==> src/rtl/axis_test_checker_pkg.sv <==
// axis_test_checker_pkg: state encoding, test-pattern field layout and last-word keep helper
package axis_test_checker_pkg;
  typedef enum logic [1:0] {S_UNLOCKED, S_DROP, S_IDLE, S_PKT} state_t;
  localparam int SEQ_MSB = 63;
  localparam int SEQ_LSB = 32;
  localparam int IDX_MSB = 31;
  localparam int IDX_LSB = 0;
  localparam int LEN_MSB = 15;
  localparam int LEN_LSB = 0;
  function automatic logic [7:0] keep_from_len(input logic [15:0] len);
    logic [2:0] r;
    r = 3'(len - 16'd1);
    return 8'hFF >> (3'd7 - r);
  endfunction
endpackage

==> src/rtl/axis_test_checker_keep_gen.sv <==
// axis_test_checker_keep_gen: payload byte length to last-word tkeep
module axis_test_checker_keep_gen
  import axis_test_checker_pkg::*;
(
  input  logic [15:0] len,
  output logic [7:0]  keep
);
  assign keep = keep_from_len(len);
endmodule

==> config.mk <==
export PLATFORM = sky130hd
export DESIGN_NAME = axis_test_checker_keep_gen
export DESIGN_NICKNAME = d
export VERILOG_FILES = /design/src/rtl/axis_test_checker_pkg.sv /design/src/rtl/axis_test_checker_keep_gen.sv
export SDC_FILE = /design/constraint.sdc
export NUM_CORES = 1
export LEC_CHECK = 0
export CORE_AREA = 2 2 39 41
export DETAILED_ROUTE_END_ITERATION = 12
export DIE_AREA = 0 0 41 43
export MAX_ROUTING_LAYER = met4
export PLACE_DENSITY = 0.45
export SYNTH_ARGS = -nofsm -noshare
export SYNTH_HDL_FRONTEND = slang
export SYNTH_SLANG_ARGS = --single-unit
==> constraint.sdc <==
create_clock -name vclk -period 0.94
set_input_delay 0.141 -clock vclk [all_inputs]
set_output_delay 0.141 -clock vclk [all_outputs]
set_load 0.01 [all_outputs]
==> metrics.txt, run 1 <==
placed cell count 41; ranking of synthesized cells by area ha_1 (35%), xnor2_2 (15%), inv_1 (11%), nor2b_2 (8.2%), buf_4 (7.1%); dominant cell type by area after synthesis ha_1; GP Congestion 0.456; GR Util All Layers 2.35%; total gr overflow 0; buffers added on ports 10; antenna violation net count after detailed routing 0; global-route wire length before repair 310 um; hpwl dp 209 um; Die Wd 41 um; critical path type primary input to output port; utilization after layout 16.5%; crit-path max FO 7; Peak Freq 1.02 GHz; Nets 47; die area 0.00176 mm^2; Syn Nets 34; fin. max-slew vios 0; register area 0 um^2; Post-synth top cells ha_1 (3), inv_1 (3), nand2_1 (2), nor2_1 (2); initial antenna violation count 0; period utilisation layout 104%; YS warnings 0; Unique masters post-synth 9; pin count of the biggest net entering global routing 8; FF+latch count 0; max-cap violations 0; Hold/Removal Path Class primary input to output port; Via density 2.76; n_diodes 0; die height 43 um; failing checks negative setup slack; syn_area_per_cell 7.09 um^2; Crit. End Element output port; fillcell total 163; Area Overhead vs Synth 115%; WL final 241 um; Pre-antenna DRT Iters 1; 1st-iter DRT viols 0; RSZ-0062 raised after global routing true; pwr dens 519 mW/mm^2; vias in the first global route 90; fin crit period 979 ps; Peak VDD IR 0.0504 mV; status finished with violations; Vias 116; final cell count without fillers 42; Setup Viol. Count Final 7; synthesized area 106 um^2; share of layout cells above drive strength 1 65.4%; # clk buffers 0; Boundary Pins 24; Leak 0.117 nW; post-DR wirelength/cell 5.74 um; Syn Inst Count 15; Critical Path Source Type primary input; final worst setup slack -38.9 ps; # rows 14; Synth top area share 35.3%; pre-CTS WS -986 ps; Post-CTS Hold Fix Bufs 0; DRC 0; core area 0.00138 mm^2; Worst Path Required 800 ps; final count of hold timing violations 0; Initial Utilization 7.69%; crit path DAT 840 ps; register area share after synthesis 0%
## power breakdown
group	leakage, nW	internal (mW)	switching, mW	total, mW
logic	0.117	0.0601	0.0586	0.119
clock network	0	0	0	0
registers	0	0	0	0
total	0.117	0.0601	0.0586	0.119
## cells in the final DEF, fill, tap and decap left out
cell and n:
nand2_1 2, inv_4 2, clkbuf_2 1, buf_2 7
ha_4 1, conb_1 1, nor2_1 2, nand2b_1 1
inv_1 1, buf_8 1, buf_4 2, nor2b_2 1
ha_1 2, buf_6 1, xnor2_4 1
## final timing paths
path	from	endpoint	slack, ps	depth (start not counted)
max	len[1]	keep[3]	-40	6
min	len[2]	keep[4]	700	4
## per-layer routing
layer / GRT usage [%] / wire length, um / share of wire (%)
met2: 4.69 / 105 / 44
met1: 2.53 / 89 / 37
met5: - / 0 / 0
met3: 0 / 46 / 19
met4: 0 / 0 / 0
## kinds of logic (layout without fill, tap and decap cells)
logic type	after synthesis	in the layout	share of synthesized area [%]
other cells	1	1	3.53
fa+ha+maj	3	3	35.3
xor+xnor	1	1	15.3
simple gates	6	6	28.2
buf+inv	4	15	17.6
## critical path, stage by stage
cell      delay (ps)
buf_6             70
inv_4             30
ha_4             160
xnor2_4          210
nand2b_1          80
buf_2            140
## metrics by stage
step	setup TNS [ps]	hold slack [ps]	area, um^2	power (mW)
floorplan	0	483	106	0.0564
finish	-216	701	229	0.119
CTS	-425	756	234	0.122
global route	-721	755	229	0.132
global placement	-6760	1450	226	0.127
detailed placement	-6810	1450	226	0.127
## what timing repair did
action,4_1_cts,5_1_grt
endpoints found under the setup margin,7,7
setup buffers,2,0
gates resized for setup,47,1
pin swaps,4,5
## cell type report
| type | instances | area (um^2) | area share [%] |
|---|---|---|---|
| Tap cell | 16 | 20.0 | 8.74 |
| Multi-Input combinational cell | 11 | 111 | 48.6 |
| Timing Repair Buffer | 12 | 81.3 | 35.5 |
| Inverter | 3 | 16.3 | 7.10 |
No activity file was read; power rests on OpenSTA's default activity.
==> run 2: changes to the inputs <==
Settings changed: SLEW_MARGIN set to 5.
==> results of run 2 <==
No change in the layout: final DEF, timing and power equal those of run 1.
